$ cat src/rtl/clock_reset_seq_ctrl_if.sv
// Control/status bundle of the reset sequencer and cycle-count timer.
// The test environment drives the master side; the sequencer is the slave.
interface clock_reset_seq_ctrl_if #(
   parameter int NUM_CH = 4,
   parameter int DLY_W  = 16,
   parameter int CNT_W  = 32
) ();

   logic                    start;
   logic                    soft_rst;
   logic [NUM_CH*DLY_W-1:0] reset_delay;
   logic [NUM_CH-1:0]       ch_reset_n;
   logic                    seq_busy;
   logic                    seq_done;
   logic                    count_load;
   logic [CNT_W-1:0]        count_value;
   logic [CNT_W-1:0]        count_remaining;
   logic                    count_reached;

   modport master (
      output start, soft_rst, reset_delay, count_load, count_value,
      input  ch_reset_n, seq_busy, seq_done, count_remaining, count_reached
   );

   modport slave (
      input  start, soft_rst, reset_delay, count_load, count_value,
      output ch_reset_n, seq_busy, seq_done, count_remaining, count_reached
   );

endinterface

$ cat src/rtl/clock_reset_seq_ctrl.sv
// Multi-channel reset sequencer plus reloadable cycle-count timer.
// Each channel's active-low reset is released a programmable number of cycles
// after a start pulse; the timer flags a one-cycle event when a loaded count
// has fully elapsed. All outputs come straight from registers.
module clock_reset_seq_ctrl #(
   parameter int NUM_CH = 4,
   parameter int DLY_W  = 16,
   parameter int CNT_W  = 32
) (
   input logic                   clock,
   input logic                   reset,
   clock_reset_seq_ctrl_if.slave bus
);

   typedef enum logic [1:0] {
      ST_IDLE = 2'd0,
      ST_SEQ  = 2'd1,
      ST_DONE = 2'd2
   } state_t;

   state_t                        state_r;
   state_t                        state_nx_s;
   logic                          capture_s;
   logic                          abort_s;
   logic [NUM_CH-1:0][DLY_W-1:0]  delay_r;
   // One bit wider than the delays so a saturated count is above every delay.
   logic [DLY_W:0]                elapsed_r;
   logic [NUM_CH-1:0]             ch_rst_n_r;
   logic [NUM_CH-1:0]             release_s;
   logic                          all_rel_s;
   logic                          busy_r;
   logic                          done_r;
   logic [CNT_W-1:0]              remain_r;
   logic                          expire_r;
   logic                          reached_r;

   // State register.
   always_ff @(posedge clock or negedge reset) begin
      if (!reset) begin
         state_r <= ST_IDLE;
      end else begin
         state_r <= state_nx_s;
      end
   end

   // Next-state logic; soft_rst outranks start, which restarts from any state.
   always_comb begin
      state_nx_s = state_r;
      capture_s  = 1'b0;
      abort_s    = 1'b0;
      if (bus.soft_rst) begin
         abort_s    = 1'b1;
         state_nx_s = ST_IDLE;
      end else if (bus.start) begin
         capture_s  = 1'b1;
         state_nx_s = ST_SEQ;
      end else begin
         case (state_r)
            ST_SEQ: begin
               if (all_rel_s) begin
                  state_nx_s = ST_DONE;
               end else begin
                  state_nx_s = ST_SEQ;
               end
            end
            ST_IDLE, ST_DONE: state_nx_s = state_r;
            default:          state_nx_s = ST_IDLE;
         endcase
      end
   end

   // Channels whose delay matches the elapsed count release on this edge.
   always_comb begin
      release_s = '0;
      for (int i = 0; i < NUM_CH; i++) begin
         if ((state_r == ST_SEQ) && (elapsed_r == {1'b0, delay_r[i]})) begin
            release_s[i] = 1'b1;
         end else begin
            release_s[i] = 1'b0;
         end
      end
   end

   assign all_rel_s = &(ch_rst_n_r | release_s);

   // Sequencer datapath: captured delays, elapsed counter and reset outputs.
   always_ff @(posedge clock or negedge reset) begin
      if (!reset) begin
         delay_r    <= '0;
         elapsed_r  <= '0;
         ch_rst_n_r <= '0;
         busy_r     <= 1'b0;
         done_r     <= 1'b0;
      end else if (abort_s) begin
         ch_rst_n_r <= '0;
         busy_r     <= 1'b0;
         done_r     <= 1'b0;
      end else if (capture_s) begin
         delay_r    <= bus.reset_delay;
         elapsed_r  <= '0;
         ch_rst_n_r <= '0;
         busy_r     <= 1'b1;
         done_r     <= 1'b0;
      end else if (state_r == ST_SEQ) begin
         ch_rst_n_r <= ch_rst_n_r | release_s;
         if (elapsed_r != {(DLY_W+1){1'b1}}) begin
            elapsed_r <= elapsed_r + {{DLY_W{1'b0}}, 1'b1};
         end else begin
            elapsed_r <= elapsed_r;
         end
         if (all_rel_s) begin
            busy_r <= 1'b0;
            done_r <= 1'b1;
         end else begin
            busy_r <= 1'b1;
            done_r <= 1'b0;
         end
      end else begin
         ch_rst_n_r <= ch_rst_n_r;
         busy_r     <= busy_r;
         done_r     <= done_r;
      end
   end

   // Down-counter; a load always wins, which also cancels a same-cycle expiry.
   // expire_r marks the 1->0 step and is delayed once more into count_reached.
   always_ff @(posedge clock or negedge reset) begin
      if (!reset) begin
         remain_r  <= '0;
         expire_r  <= 1'b0;
         reached_r <= 1'b0;
      end else begin
         reached_r <= expire_r;
         if (bus.count_load) begin
            remain_r <= bus.count_value;
            expire_r <= 1'b0;
         end else if (remain_r != {CNT_W{1'b0}}) begin
            remain_r <= remain_r - {{(CNT_W-1){1'b0}}, 1'b1};
            expire_r <= (remain_r == {{(CNT_W-1){1'b0}}, 1'b1});
         end else begin
            expire_r <= 1'b0;
         end
      end
   end

   assign bus.ch_reset_n      = ch_rst_n_r;
   assign bus.seq_busy        = busy_r;
   assign bus.seq_done        = done_r;
   assign bus.count_remaining = remain_r;
   assign bus.count_reached   = reached_r;

endmodule

$ cat src/flat_wrapper.sv
// flat-port wrapper written by rule: the top's interface ports become plain ports
module clock_reset_seq_ctrl_flat 
#(
   parameter int NUM_CH = 4,
   parameter int DLY_W  = 16,
   parameter int CNT_W  = 32
)
  (clock, reset, bus_start, bus_soft_rst, bus_reset_delay, bus_count_load, bus_count_value, bus_ch_reset_n, bus_seq_busy, bus_seq_done, bus_count_remaining, bus_count_reached);
  clock_reset_seq_ctrl_if #(.NUM_CH(NUM_CH), .DLY_W(DLY_W), .CNT_W(CNT_W)) bus_i ();
  input logic clock;
  input logic reset;
  input wire logic [$bits(bus_i.start)-1:0] bus_start;
  input wire logic [$bits(bus_i.soft_rst)-1:0] bus_soft_rst;
  input wire logic [$bits(bus_i.reset_delay)-1:0] bus_reset_delay;
  input wire logic [$bits(bus_i.count_load)-1:0] bus_count_load;
  input wire logic [$bits(bus_i.count_value)-1:0] bus_count_value;
  output wire logic [$bits(bus_i.ch_reset_n)-1:0] bus_ch_reset_n;
  output wire logic [$bits(bus_i.seq_busy)-1:0] bus_seq_busy;
  output wire logic [$bits(bus_i.seq_done)-1:0] bus_seq_done;
  output wire logic [$bits(bus_i.count_remaining)-1:0] bus_count_remaining;
  output wire logic [$bits(bus_i.count_reached)-1:0] bus_count_reached;
  assign bus_i.start = bus_start;
  assign bus_i.soft_rst = bus_soft_rst;
  assign bus_i.reset_delay = bus_reset_delay;
  assign bus_i.count_load = bus_count_load;
  assign bus_i.count_value = bus_count_value;
  assign bus_ch_reset_n = bus_i.ch_reset_n;
  assign bus_seq_busy = bus_i.seq_busy;
  assign bus_seq_done = bus_i.seq_done;
  assign bus_count_remaining = bus_i.count_remaining;
  assign bus_count_reached = bus_i.count_reached;
  clock_reset_seq_ctrl #(.NUM_CH(NUM_CH), .DLY_W(DLY_W), .CNT_W(CNT_W)) u_core (.clock(clock), .reset(reset), .bus(bus_i));
endmodule
$ cat config.mk
export PLATFORM = sky130hd
export DESIGN_NAME = clock_reset_seq_ctrl_flat
export DESIGN_NICKNAME = d
export VERILOG_FILES = /design/src/rtl/clock_reset_seq_ctrl_if.sv /design/src/rtl/clock_reset_seq_ctrl.sv /design/src/flat_wrapper.sv
export SDC_FILE = /design/constraint.sdc
export NUM_CORES = 1
export LEC_CHECK = 0
export BUFFER_PORTS_ARGS = -buffer_cell sky130_fd_sc_hd__buf_2
export CORE_MARGIN = 2
export CORE_UTILIZATION = 55
export CTS_CLUSTER_SIZE = 8
export DETAILED_ROUTE_END_ITERATION = 12
export GPL_ROUTABILITY_DRIVEN = 0
export PLACE_DENSITY = 0.77
export SLEW_MARGIN = 20
export SYNTH_ARGS = -nofsm -noshare
export SYNTH_HDL_FRONTEND = slang
export SYNTH_SLANG_ARGS = --single-unit
$ cat constraint.sdc
create_clock -name clock -period 3.55 [get_ports clock]
set_input_delay 0.355 -clock clock [delete_from_list [all_inputs] [get_ports clock]]
set_output_delay 0.355 -clock clock [all_outputs]
set_load 0.005 [all_outputs]
==> After elaboration in Yosys (flattened, before gate mapping) <==
Cells that the tools add are included.
{ "op_classes": {"n_bitwise": 2, "shift": 0, "n_mux": 29, "addsub": 2, "multipliers": 0, "eq_ne": 9, "div_mod_pow": 0, "n_reduce_logical": 14, "order_cmp": 0} }
{ "op_table": {"columns": ["op", "count"], "rows": [
  ["== test 17 x 16 -> 1 bit", 4],
  ["2-to-1 mux 32 bit", 2],
  ["2-to-1 mux 17 bit", 3],
  ["== test 32 x 1 -> 1 bit, second input constant", 1],
  ["nonzero test 32 bit", 1],
  ["subtractor 32 x 1 -> 32 bit, second input constant", 1],
  ["adder 17 x 1 -> 17 bit, second input constant", 1],
  ["2-to-1 mux 1 bit", 17],
  ["inequality test 17 bit, second input constant", 1],
  ["2-to-1 mux 4 bit", 3],
  ["2-to-1 mux 2 bit", 3],
  ["nonzero test 2 bit", 3],
  ["logical AND 1 bit", 4],
  ["OR 4 bit", 1],
  ["case mux 2 bit (2 select lines)", 1],
  ["AND reduction 4 bit", 1],
  ["inequality test 3 bit, second input constant", 1],
  ["AND reduction 3 bit", 1],
  ["nonzero test 3 bit", 1],
  ["== test 2 x 1 -> 1 bit, second input constant", 1],
  ["== test 2 bit, second input constant", 1],
  ["zero test 2 bit", 1],
  ["AND reduction 2 bit", 1],
  ["OR reduction 2 bit", 1],
  ["inverter 1 bit", 1]
]} }
{ "totals": {"latchBits": 0, "memories": 0, "ram_bits": 0, "inputBits": 101, "rom_bits": 0, "reg_bits": 123} }

==> Longest topological paths before layout <==
Gate-level depths: netlist of the first run.
{ "depth": {"ltp_word": 9, "ltp_mapped": 12, "ltp_nobuf": 11} }

==> Worst setup path before layout of the first run <==
OpenSTA, ideal clock, no wires.
{ "synth_path": {"kind": "reg-to-reg", "start": "register u_core.elapsed_r[6]", "end": "register u_core.elapsed_r[9]", "synth_period_minus_slack_ns": 2.763, "path_stages_with_launch": 13, "required_ns": 3.418, "t_arrival_ns": 2.631, "setup_time_ns": 0.132, "slack_ns": 0.787, "cell_sequence": "dfrtp_1 -> buf_2 -> and4_1 -> and3_1 -> and4_1 -> and3_1 -> ha_1 -> nor4b_4 -> nand4_1 -> nor2_1 -> nand4_1 -> xor2_1 -> nor2_1"} }
{ "synth_via": {"elab_chain_cells": 4, "word_cells_on_any_way": 7, "cone_classes": "add/sub: 1; eq/ne: 1; mux: 3; reduce/logical: 2"} }
{ "synth_lines": {"columns": ["item", "line", "rtl"], "rows": [
  ["start: declaration", "clock_reset_seq_ctrl.sv:27", "logic [DLY_W:0] elapsed_r;"],
  ["start signal: assignment", "clock_reset_seq_ctrl.sv:107", "elapsed_r <= elapsed_r + {{DLY_W{1'b0}}, 1'b1};"],
  ["start signal: assignment", "clock_reset_seq_ctrl.sv:109", "elapsed_r <= elapsed_r;"],
  ["adder 17 x 1 -> 17 bit", "clock_reset_seq_ctrl.sv:107", null],
  ["2-to-1 mux 17 bit", "clock_reset_seq_ctrl.sv:106", "if (elapsed_r != {(DLY_W+1){1'b1}}) begin"],
  ["2-to-1 mux 17 bit", "clock_reset_seq_ctrl.sv:104", "end else if (state_r == ST_SEQ) begin"],
  ["2-to-1 mux 17 bit", "clock_reset_seq_ctrl.sv:98", "end else if (capture_s) begin"]
]} }
Parallel ways exist; a longest one is shown, timed or not. The select of a mux whose other input is x is not followed.
A chain may end at the register's enable or synchronous reset.

==> Worst setup path in the final report of the first run <==
Same ends and word-level chain as after synthesis.

==> metrics list, run 1 <==
- The die is 112 µm tall.
- Most frequent cell after synthesis: sky130_fd_sc_hd__dfrtp_1
- Post-Syn Instances: 587
* Post-synth top flop: sky130_fd_sc_hd__dfrtp_1
- Yosys printed 0 warnings.
- The detailed router put a total of 6160 µm of wire on met1.
* Detailed-route wire length: 15500 µm
- Detailed routing placed a total of 7890 µm of wire on met2.
- Number of design-rule violations left by the first detailed-router iteration: 316
* Comb pwr share: 13.3%
- For this design the ratio of total power to cell area is 529 mW/mm².
- Clk pwr share: 44.5%
- The checks that failed: hold timing.
* Storage cell area: 0.00308 mm²
- Number of synthesized register bits: 123
* Maximum ir drop on the vdd rail: 0.455 mV
- Largest cells by area after synthesis: sky130_fd_sc_hd__dfrtp_1 (48%), sky130_fd_sc_hd__mux2_2 (11%), sky130_fd_sc_hd__xnor2_1 (9.9%)
- Kind of start point of the critical path: register
- Synthesized Nets: 693
* Fmax: 322 MHz
- Post-DR wirelength/cell: 17.9 µm
- Static leakage: 0.00336 µW
- Signed area change from the synthesized netlist to the final layout: 20.9%
- For flop-to-flop paths, the worst setup slack is 0.44 ns.
* Worst rel slew slack: 38.9%
- STA puts the critical path data required time at 3.84 ns.
- Net Switching: 1000 µW
* I/O pin count: 140
* Top layer used by detailed routing: met4
* Async set-reset flop share out of synthesis: 100%
- Distinct cells, synth: 59
* Sort of element at the end of the critical path: register
- FP Rows: 39
* Total met3 wirelength after detailed routing: 1100 µm
* Number of cells in the finished layout apart from fillers: 864
- Initial Util: 56.4%
- The post-route netlist has 36.1% of its cells at a drive strength greater than 1.
- Subtracting the final worst setup slack from the clock period gives 3.11 ns.
- TritonCTS built the clock tree.
- In the routed layout, each cell is associated on average with a via count of 5.62.
- The HPWL after detailed placement is 11000 µm.
* Final Skew: 0.00650 ns
* Number of antenna violations at the first check in global routing: 0
- In this run the critical register-to-register path is launched from u_core.elapsed_r[6].
- The number of slew-limit violations in the final report is 0.
- The core region is 0.0114 mm².
- RSZ-0062 raised after global routing: false
- Clock edge transition at the registers on the reported setup and hold paths: 0.05 ns
- Summing the sequential cell areas from Yosys gives 47.8% of the chip area.
- The first global-routing pass estimated 25300 µm of wire.
- Clock tree synthesis inserted a total of 17 buffers.
* Port Buf Inserts: 139
* Worst reg2reg path depth: 11
* CTS Hold Buffers Added: 0
- Root Driver: sky130_fd_sc_hd__clkbuf_16
- Status: finished with violations
- Entering global routing, the biggest net connects 79 pins.
- The layout has 866 filler cells.
* Number of diodes: 0
* Transition time at the pin with the least slew margin: 0.904 ns
- The floorplan step set the die width to 112 µm.
* Area of the multi-input gates: 0.00310 mm²
- Post-synthesis cell type with the largest combined area: sky130_fd_sc_hd__dfrtp_1
- Reg-to-Reg End: u_core.elapsed_r[9]
- Vias in the first global route: 5022
- The count of nets left with antenna violations once routing finished came out at 0.
- Post-synthesis cell area: 0.00644 mm²
- In this run, post-CTS repair resized a total of 0 instances.
- Hold slack: -0.0332 ns
- After global routing the overflow that remains totals 0.
* Total global-route track usage: 25.9%
* Via count: 4853
- The critical path is of the reg2reg type.
- After detailed routing, the number of remaining DRC violations is 0.
- Of the total power, the share spent switching nets is 24.4%.
- Worst skew pair latency: 0.41 ns
- Final worst path period share: 87.5%
* First-pass iteration count of the detailed router: 4
* H-tree lvl count: 4
- Internal portion of total power: 3110 µW
- At the end of the flow the core is filled with cells to 68.1%.
* Clk sink count: 123
- Final setup violation count: 0
- Sequential power share: 42.2%
- Inst Count DP: 832
- The synthesized design contains 0 enable-type register cells.
* Summed negative setup slack over all endpoints: 0 ns
* Worst Hold Class: in2async
- The commonest cells after synthesis are sky130_fd_sc_hd__dfrtp_1 (123), sky130_fd_sc_hd__xnor2_1 (73), sky130_fd_sc_hd__mux2_2 (64).
- Average cell area after synthesis: 11.0 µm²
* Share of Yosys cell area claimed by the top area cell type: 47.8%
* Die area: 0.0126 mm²
- Number of hold-slack violations in the final timing report: 24
- Clock Path Buffers: 2
* # Post-CTS Setup Buffers: 0
* Net count, final: 814
* Max-Cap Viols: 0
* Data arrival time of the worst path: 3.39 ns
- In this run the worst path has a maximum fanout of 9.
[per-layer routing]
metal	vias to the layer above	track usage, %
met5	-	0
met4	0	9.27
met3	26	6.80
met2	187	44.8
met1	2348	31.5
li1	2292	-
[worst max-delay path by stage]
stage                              startpoint                  end  slack (ns)  cells past startpoint
final                     u_core.elapsed_r[6]  u_core.elapsed_r[9]        0.44                     11
after global routing      u_core.elapsed_r[6]  u_core.elapsed_r[9]        0.22                     11
after CTS                 u_core.elapsed_r[6]  u_core.elapsed_r[9]        0.46                     11
after detailed placement  u_core.elapsed_r[6]  u_core.elapsed_r[9]        0.48                     11
after global placement    u_core.elapsed_r[6]  u_core.elapsed_r[9]        0.56                     11
after floorplan           u_core.elapsed_r[6]  u_core.elapsed_r[9]        0.79                     12
[flip-flops by register name, indices dropped and copies added, names as in the netlist]
| name | cells |
|---|---|
| u_core.bus.ch_reset_n | 4 |
| u_core.bus.count_reached | 1 |
| u_core.bus.count_remaining | 32 |
| u_core.bus.seq_busy | 1 |
| u_core.bus.seq_done | 1 |
| u_core.delay_r | 64 |
| u_core.elapsed_r | 17 |
| u_core.expire_r | 1 |
| u_core.state_r | 2 |
[worst max-delay path, cell delays in order (launching register included)]
cell                      delay, ns
sky130_fd_sc_hd__dfrtp_1       0.50
sky130_fd_sc_hd__and4_1        0.29
sky130_fd_sc_hd__and3_1        0.22
sky130_fd_sc_hd__and4_1        0.21
sky130_fd_sc_hd__and3_1        0.16
sky130_fd_sc_hd__ha_1          0.21
sky130_fd_sc_hd__nor4b_4       0.44
sky130_fd_sc_hd__nand4_1       0.23
sky130_fd_sc_hd__nor2_1        0.32
sky130_fd_sc_hd__nand4_1       0.16
sky130_fd_sc_hd__xor2_1        0.17
sky130_fd_sc_hd__nor2_1        0.06
[layout make-up]
class | instances | area share (%)
multi-input cells | 413 | 39.8
flip-flops and latches | 123 | 39.6
repair buffers | 143 | 9.73
clock buffers | 25 | 6.37
well taps | 143 | 2.30
clock inverters | 7 | 1.74
inverters | 10 | 0.483
[layout by cell type (no fill, tap or decap), drive strengths merged, types with 10 or more instances in the layout]
master	count
inv	10
o21ai	20
nor3	15
nand2	19
xor2	19
nand3	17
clkbuf	25
a21oi	30
dfrtp	123
mux2	64
buf	143
xnor2	73
nand4	19
nor2	61
[through the flow]
step / total power [µW] / instance area, µm² / worst slack, ns
2_1_floorplan: 2080 / 6440 / 0.787
3_3_place_gp: 2280 / 7140 / 0.563
3_5_place_dp: 2300 / 7140 / 0.479
4_1_cts: 4150 / 7770 / 0.460
5_1_grt: 4280 / 7780 / 0.218
6_report: 4120 / 7780 / 0.445
[power by group through the flow]
| stage | clock network (µW) | logic [µW] | registers, µW |
|---|---|---|---|
| floorplan | 0 | 386 | 1690 |
| global placement | 0 | 528 | 1750 |
| detailed placement | 0 | 546 | 1760 |
| CTS | 1860 | 553 | 1740 |
| global route | 1910 | 608 | 1760 |
| finish | 1830 | 546 | 1740 |
[kinds of logic after synthesis]
family	share of synthesized area [%]
flip-flops	47.8
AND/OR/NAND/NOR	15.9
adder cells (fa/ha/maj)	0.972
XOR/XNOR	12.5
AO/OA/AOI/OAI	6.67
multiplexers	12.0
buffers and inverters	4.18
Note: power is estimated with default switching activity, not from simulation.
==> run 2: changes to the inputs <==
--- a/config.mk
+++ b/config.mk
@@ -5,14 +5,15 @@
 export SDC_FILE = /design/constraint.sdc
 export NUM_CORES = 1
 export LEC_CHECK = 0
+export ABC_AREA = 1
 export BUFFER_PORTS_ARGS = -buffer_cell sky130_fd_sc_hd__buf_2
 export CORE_MARGIN = 2
-export CORE_UTILIZATION = 55
+export CORE_UTILIZATION = 56
 export CTS_CLUSTER_SIZE = 8
 export DETAILED_ROUTE_END_ITERATION = 12
 export GPL_ROUTABILITY_DRIVEN = 0
 export PLACE_DENSITY = 0.77
-export SLEW_MARGIN = 20
+export SLEW_MARGIN = 5
 export SYNTH_ARGS = -nofsm -noshare
 export SYNTH_HDL_FRONTEND = slang
 export SYNTH_SLANG_ARGS = --single-unit
==> run 2 against run 1 <==
The run now ends clean. Sequential power decreased by 3%. Clock power fell by 18%. Global-route usage up 0.79 points. Clock-buffer cell count decreased by 3. Register-to-register slack gained 0.70 ns. Critical path depth increased by 5. Cell count is 42% higher.
==> metrics list, run 2 <==
- In this run the critical register-to-register path is captured at u_core.elapsed_r[8].
- The slowest stage of the critical path belongs to the cell sky130_fd_sc_hd__dfrtp_1.
- Crit-path max cell delay: 0.48 ns
- Counting flops and latches in the post-synthesis netlist gives 123.
- Data arrival time of the worst path: 2.70 ns
* Port Buf Inserts: 139
- For the pin with the worst max-slew slack, the measured transition is 0.889 ns.
* Signed area change from the synthesized netlist to the final layout: 17.9%
* Via count: 6190
* Worst Hold Class: in2async
- TritonCTS built the clock tree.
* Fmax: 416 MHz
- Final Skew: 0.00637 ns
- Adding up every negative setup slack in the final design gives 0 ns.
- Global-route wire length before repair: 27800 µm
- Number of antenna violations at the first check in global routing: 0
- The first TritonRoute pass finished after 6 iterations.
* H-tree lvl count: 4
* Power per standard cell area: 459 mW/mm²
* I/O pin count: 140
* RSZ-0062 raised after global routing: false
- Using the TritonRoute via totals, the vias-per-cell ratio works out to 5.04.
* # Post-CTS Setup Buffers: 0
- Sort of element at the end of the critical path: register
- Detailed placement finished with a half-perimeter wire length of 12000 µm.
- CTS Hold Buffers Added: 0
* Status: complete, no violations
* Finished Core Util: 68.1%
- In this run the critical register-to-register path is launched from u_core.elapsed_r[8].
- Post-synthesis cell type with the largest combined area: sky130_fd_sc_hd__dfrtp_1
- Core region area: 0.0121 mm²
* Net count, final: 1159
* Clk sink count: 123
- Quantity of gates resized following cts: 0
- Counting flops per register, the top entry is u_core.delay_r.
- After floorplanning, the core was divided into 40 placement rows.
- Cell-by-cell trace of the critical path: nand2_1 -> inv_2 -> nand3_1 -> nor2_1 -> nand2_1 -> nor2_1 -> ha_1 -> inv_1 -> nand3_4 -> nor2_2 -> nand3_1 -> nor2_2 -> nand2_1 -> nand2_1 -> o21ai_0 -> o21a_1
* Synthesized Nets: 1036
- Clock period minus final worst setup slack: 2.41 ns
- Most common cell after layout, fill and taps aside: sky130_fd_sc_hd__nand2_1
- Kind of start point of the critical path: register
* Worst skew pair latency: 0.41 ns
- Inst Count DP: 1202
- Once placement finished, the instance area stood at 0.00774 mm².
- Vias in the first global route: 5785
- Fin worst setup slack: 1.14 ns
- Summed over all layers, the routed wires come to 16800 µm.
* Distinct cells, synth: 38
* Die area: 0.0134 mm²
- The most used flip-flop cell after synthesis is sky130_fd_sc_hd__dfrtp_1.
- Share of Yosys cell area claimed by the top area cell type: 44.0%
- Most frequent cell after synthesis: sky130_fd_sc_hd__nand2_1
- Number of diodes: 0
* Fraction of layout instances using a drive strength above 1: 22.5%
* Max-Cap Viols: 0
* Flip-flop count of the largest register, all copies and words added: 64
- In this run, synthesis inferred 0 flip-flops with an integrated enable.
- Ys Warns: 0
- The number of slew-limit violations in the final report was 0.
* CP most frequent cell: sky130_fd_sc_hd__nand2_1
* Die width: 116 µm
* Number of cells in the finished layout apart from fillers: 1228
* Routed Antenna Nets: 0
- Initial Util: 57.7%
- Entering global routing, the biggest net connects 91 pins.
- Worst reg2reg path depth: 16
- In the layout the commonest cells are sky130_fd_sc_hd__nand2_1 (301), sky130_fd_sc_hd__buf_2 (138), sky130_fd_sc_hd__dfrtp_1 (123), sky130_fd_sc_hd__nor2_1 (119), sky130_fd_sc_hd__inv_1 (70).
- Worst slack after detailed placement: 1.20 ns
- The synthesized netlist occupies a cell area of 0.00699 mm².
- Post-DR wirelength/cell: 13.7 µm
- Setup violations remaining at the end of the flow were counted as 0.
* Critical path data required time: 3.85 ns
- Measured against its own limit, the worst slew margin works out to 40.7%.
* Commonest cells post-synth: sky130_fd_sc_hd__nand2_1 (301), sky130_fd_sc_hd__dfrtp_1 (123), sky130_fd_sc_hd__nor2_1 (119)
- The cell sitting at the root of the clock tree is a sky130_fd_sc_hd__clkbuf_16.
- Clock edge transition at the registers on the reported setup and hold paths: 0.05 ns
- Number of design-rule violations left by the first detailed-router iteration: 498
* Final worst path period share: 67.8%
* Post-Syn Instances: 930
- Static leakage: 0.00428 µW
- Clock tree synthesis inserted a total of 17 buffers.
* Maximum ir drop on the vdd rail: 0.285 mV
* Total global-route track usage: 26.7%
* Critical path class: reg2reg
- Height of the die: 116 µm
- DR DRC count: 0
* Clock Path Buffers: 2
- For this run the aggregate overflow at the end of global routing stands at 0.
* Largest cells by area after synthesis: sky130_fd_sc_hd__dfrtp_1 (44%), sky130_fd_sc_hd__nand2_1 (16%), sky130_fd_sc_hd__nor2_1 (6.4%)
* Finished Cell Area: 0.00825 mm²
* Largest fanout of any net on the critical path: 7
- Sequential cell area fraction in the yosys report: 44.0%
- Across all register-to-register paths, the minimum setup slack is 1.14 ns.
- The count of final hold-check violations is 0.
- The average instance in the mapped netlist occupies 7.52 µm².
* Async set-reset flop share out of synthesis: 100%
## run 2: cell types whose count changed after synthesis, sizes merged, moves of 8 or more
cell / previous run / this run
nand2: 19 / 306
o21ai: 20 / 61
nand3: 17 / 38
xnor2: 73 / 20
xor2: 19 / 41
inv: 10 / 94
mux2: 64 / 0
nand4: 19 / 11
nor2: 61 / 139
## run 2: per-layer routing
layer	routed length (µm)	vias up	global-route usage, %
met3	1140	22	7.06
met1	7740	2851	37.6
met4	274	0	7.94
met5	0	-	0
met2	7660	193	41.0
li1	-	3124	-
## run 2: final cells by class
type | count | area (µm²)
multi-input combinational | 671 | 3350
clock buffer | 22 | 484
sequential | 123 | 3080
inverter | 97 | 365
clock inverter | 4 | 20.0
timing repair buffer | 143 | 741
fill | 1109 | 3860
tap | 168 | 210
## run 2: per-stage QoR
stage	total power (µW)	hold WS, ns
6_report	3790	0.0769
5_1_grt	3990	0.139
4_1_cts	3820	0.107
3_5_place_dp	2310	0.392
3_3_place_gp	2290	0.380
2_1_floorplan	2070	0.0594
## run 2: critical path, delay by kind of cell (launching register included)
kind                     cells  cell delay, ns
AO/OA/AOI/OAI                2            0.24
adder cells (fa/ha/maj)      1            0.17
buffers and inverters        2            0.17
flip-flops                   1            0.48
AND/OR/NAND/NOR             11            1.23
## run 2: logic make-up (layout without fill, tap and decap cells)
logic type               count (synthesis)  count (layout)  share of synthesized area [%]
AO/OA/AOI/OAI                           94              94                           7.71
XOR/XNOR                                61              61                           7.64
adder cells (fa/ha/maj)                  5               5                          0.895
buffers and inverters                  136             266                           8.18
flip-flops                             123             123                           44.0
AND/OR/NAND/NOR                        511             511                           31.6
## run 2: how the worst max path moves through the flow
stage,to,slack [ns],start,cells past startpoint
after detailed placement,u_core.elapsed_r[8],1.20,u_core.elapsed_r[0],15
final,u_core.elapsed_r[8],1.14,u_core.elapsed_r[8],16
after floorplan,u_core.elapsed_r[8],1.49,u_core.elapsed_r[0],15
after CTS,u_core.elapsed_r[8],1.19,u_core.elapsed_r[0],15
after global routing,u_core.elapsed_r[8],0.91,u_core.elapsed_r[0],15
after global placement,u_core.elapsed_r[8],1.27,u_core.elapsed_r[0],15
## run 2: power by group
part | leakage, µW | switching (µW) | internal [µW] | total, µW
combinational | 0.00250 | 354 | 249 | 603
clock | 0.000255 | 566 | 934 | 1500
sequential | 0.00152 | 142 | 1540 | 1690
==> run 3: changes to the inputs <==
--- a/config.mk
+++ b/config.mk
@@ -5,14 +5,14 @@
 export SDC_FILE = /design/constraint.sdc
 export NUM_CORES = 1
 export LEC_CHECK = 0
-export ABC_AREA = 1
+export ABC_AREA = 0
 export BUFFER_PORTS_ARGS = -buffer_cell sky130_fd_sc_hd__buf_2
 export CORE_MARGIN = 2
-export CORE_UTILIZATION = 56
+export CORE_UTILIZATION = 50
 export CTS_CLUSTER_SIZE = 8
 export DETAILED_ROUTE_END_ITERATION = 12
 export GPL_ROUTABILITY_DRIVEN = 0
-export PLACE_DENSITY = 0.77
+export PLACE_DENSITY = 0.73
 export SLEW_MARGIN = 5
 export SYNTH_ARGS = -nofsm -noshare
 export SYNTH_HDL_FRONTEND = slang
==> constraint.sdc (replaced) <==
create_clock -name clock -period 2 [get_ports clock]
set_input_delay 0.2 -clock clock [delete_from_list [all_inputs] [get_ports clock]]
set_output_delay 0.2 -clock clock [all_outputs]
set_load 0.005 [all_outputs]
==> run 3 against run 2 <==
The run now ends with setup timing left. First-iteration DRC count is 37% lower. Utilization increased by 5.9 points. Setup slack lost 1.5 ns. Sequential power increased by 78%. Total power rose by 110%. Sequential share of layout area shrank 4.2 points. Die area is 3.0% higher. Register-to-register slack got worse by 1.5 ns. Clock-buffer cell count decreased by 3. Critical path type unchanged. Critical endpoint is now u_core.elapsed_r[9].
==> metrics list, run 3 (synthesis results as in run 1) <==
- The flow ran to the end, but the final reports show violations.
- Violations in the final reports: setup timing
* Sequential power share: 37.6%
* Die area: 0.0138 mm²
- WHS Endpoint: u_core.delay_r[25]
- Fmax: 417 MHz
- Vias per cell: 5.42
- Hold Path Depth: 2
- After layout, the worst setup slack is -0.398 ns.
- Net Switching: 1960 µW
* Worst slack after detailed placement: -0.508 ns
- Total global-route track usage: 26.1%
* FP Rows: 41
- Critical Path Slowest Stage Cell: sky130_fd_sc_hd__dfrtp_1
- CTS buffer count: 17
- In this run the critical register-to-register path is launched from u_core.elapsed_r[9].
* Category of cells accounting for the largest share of critical-path delay: simple AND/OR/NAND/NOR gates
- Port Buf Inserts: 139
- STA classifies the critical path endpoint as a register.
- First-pass iteration count of the detailed router: 5
- Setup repair after global routing could not meet its margin everywhere.
- Number of design-rule violations left by the first detailed-router iteration: 314
- Clock tree synthesis selected as its root buffer the cell sky130_fd_sc_hd__clkbuf_16.
- In this run the worst hold path is classified as in2reg.
* Via count: 5450
* Kind of start point of the critical path: register
- At the later pin of the worst-skew pair, clock insertion delay measures 0.42 ns.
- For this design, the sink count on the clock tree is 123.
- In this run the register-to-register setup slack is -0.40 ns.
- Signed area change from the synthesized netlist to the final layout: 44.5%
* Power per standard cell area: 859 mW/mm²
- The worst register-to-register path has a depth of 11.
- Clock Path Buffers: 2
* Net count, final: 926
- Global-route wire length before repair: 28500 µm
- The analysis attributes to cell leakage a power of 0.00413 µW.
- After filler insertion, the fill cell instance count of the layout stands at 797.
* Clock edge transition at the registers on the reported setup and hold paths: 0.06 ns
* Buf+Inv Stages, Crit Path: 0
- Walking the worst path, the cells encountered are and4_1 -> and3_4 -> and4_4 -> and3_4 -> ha_4 -> nor4b_4 -> nand4_1 -> nor2_4 -> nand4_1 -> xor2_1 -> nor2_1.
- The routed design has 18100 µm of wire.
* Finished Core Util: 74.0%
* Launch point of the worst hold path: bus_reset_delay[25]
* Switching Fraction: 24.6%
* Summed negative setup slack over all endpoints: -5.71 ns
- The worst pin sits at a relative slew slack of 70.0%.
- In this design, the stage delay of the slowest critical-path cell is 0.38 ns.
* Comb pwr share: 16.8%
- Maximum ir drop on the vdd rail: 0.546 mV
* Critical path data required time: 2.29 ns
* Internal portion of total power: 6030 µW
* Number of hold-slack violations in the final timing report: 0
- Subtracting the final worst setup slack from the clock period gives 2.40 ns.
- Vias in the first global route: 5834
- Register with the highest flop count: u_core.delay_r
- Die width: 117 µm
- For this run, design rule violations remaining after detail routing come to 0.
- Max-cap violations in this run came to 0.
- Entering global routing, the biggest net connects 83 pins.
- The register with the most flip-flops in the layout has 64 of them.
- At the pin with the least slew margin, the transition time is 0.450 ns.
- Largest fanout of any net on the critical path: 5
- Final setup violation count: 21
- The repair_antennas step left the layout with diodes totalling 0.
- Core region area: 0.0126 mm²
- Commonest cells after routing, fill and taps aside: sky130_fd_sc_hd__buf_2 (138), sky130_fd_sc_hd__dfrtp_1 (121), sky130_fd_sc_hd__buf_4 (86), sky130_fd_sc_hd__mux2_2 (64), sky130_fd_sc_hd__nor2_1 (57)
- The library cell used most frequently in the layout, excluding fill and tap cells, is sky130_fd_sc_hd__buf_2.
- The number of slew-limit violations in the final report is 0.
- Reg-to-Reg End: u_core.elapsed_r[9]
- For the worst setup path, the data arrival time is 2.69 ns.
* Number of antenna violations at the first check in global routing: 1
* Final Skew: 0.00841 ns
- In this run the number of H-tree levels came out at 4.
- The count of nets left with antenna violations once routing finished came out at 0.
- Critical path class: reg2reg
- TritonCTS clock tree: yes
- Global routing finished with a remaining overflow of 0.
* Initial Util: 51.2%
- Detailed placement ended at an HPWL of 12200 µm.
- The clock network burns 45.6% of the power.
- Of the cells placed in the final design, the portion with a size suffix greater than 1 is 53.2%.
* Post-DR wirelength/cell: 18.0 µm
- For this design the top-level I/O count stands at 140.
- In the finished design, the share of the clock period the worst path needs comes to 120%.
- Height of the die: 117 µm
## run 3: changes by cell type in the layout (fill, tap and decap cells not counted), moves of 23 or more
cell                      delta
sky130_fd_sc_hd__buf_6      +26
sky130_fd_sc_hd__nor2_1     -62
sky130_fd_sc_hd__buf_4      +82
sky130_fd_sc_hd__xnor2_1    +35
sky130_fd_sc_hd__inv_1      -62
sky130_fd_sc_hd__xor2_1     -23
sky130_fd_sc_hd__nand2_1   -288
sky130_fd_sc_hd__mux2_2     +64
## run 3: worst max path at each step
stage	from	endpoint	slack, ns	cells past startpoint
final	u_core.elapsed_r[9]	u_core.elapsed_r[9]	-0.40	11
after global routing	u_core.elapsed_r[9]	u_core.elapsed_r[9]	-0.52	11
after CTS	u_core.elapsed_r[9]	u_core.elapsed_r[11]	-0.33	11
after detailed placement	u_core.elapsed_r[8]	u_core.elapsed_r[9]	-0.51	11
after global placement	u_core.elapsed_r[9]	u_core.elapsed_r[9]	-0.46	11
after floorplan	u_core.elapsed_r[9]	u_core.elapsed_r[9]	-0.73	12
## run 3: final cells by class
class	instances	area, µm²	area share (%)
clock inverters	13	244	2.62
repair buffers	255	1710	18.4
inverters	10	37.5	0.404
flip-flops and latches	123	3080	33.1
clock buffers	19	453	4.87
multi-input cells	413	3550	38.2
well taps	172	215	2.31
## run 3: through the flow
stage	std cells	area, µm²	total power (µW)	hold WS [ns]
final	1005	9300	7990	0.0170
after global routing	1005	9300	8290	0.00991
after CTS	993	8900	7930	0.00103
after detailed placement	950	7890	4220	0.201
after global placement	950	7890	4160	0.198
after floorplan	587	6490	3690	-0.0956
## run 3: metal layers
| metal | wire length, µm | global-route usage [%] | vias up |
|---|---|---|---|
| met5 | 13 | 0 | - |
| met2 | 9480 | 45.9 | 212 |
| met3 | 1030 | 6.40 | 40 |
| met1 | 7080 | 29.9 | 2681 |
| met4 | 455 | 12.1 | 2 |
| li1 | - | - | 2515 |
## run 3: power by group through the flow
stage          sequential (µW)  clock [µW]  combinational, µW
2_1_floorplan             3000           0                687
3_3_place_gp              3000           0               1160
3_5_place_dp              3020           0               1210
4_1_cts                   2990        3680               1260
5_1_grt                   3040        3790               1460
6_report                  3010        3640               1340
## run 3: timing repair
| item | CTS | global route |
|---|---|---|
| pin swaps | 28 | 46 |
| setup endpoints to repair | 39 | 46 |
| hold buffers | 1 | 0 |
| gates resized for setup | 51 | 62 |
| setup buffers | 12 | 12 |
| endpoints found under the hold margin | 123 | 0 |
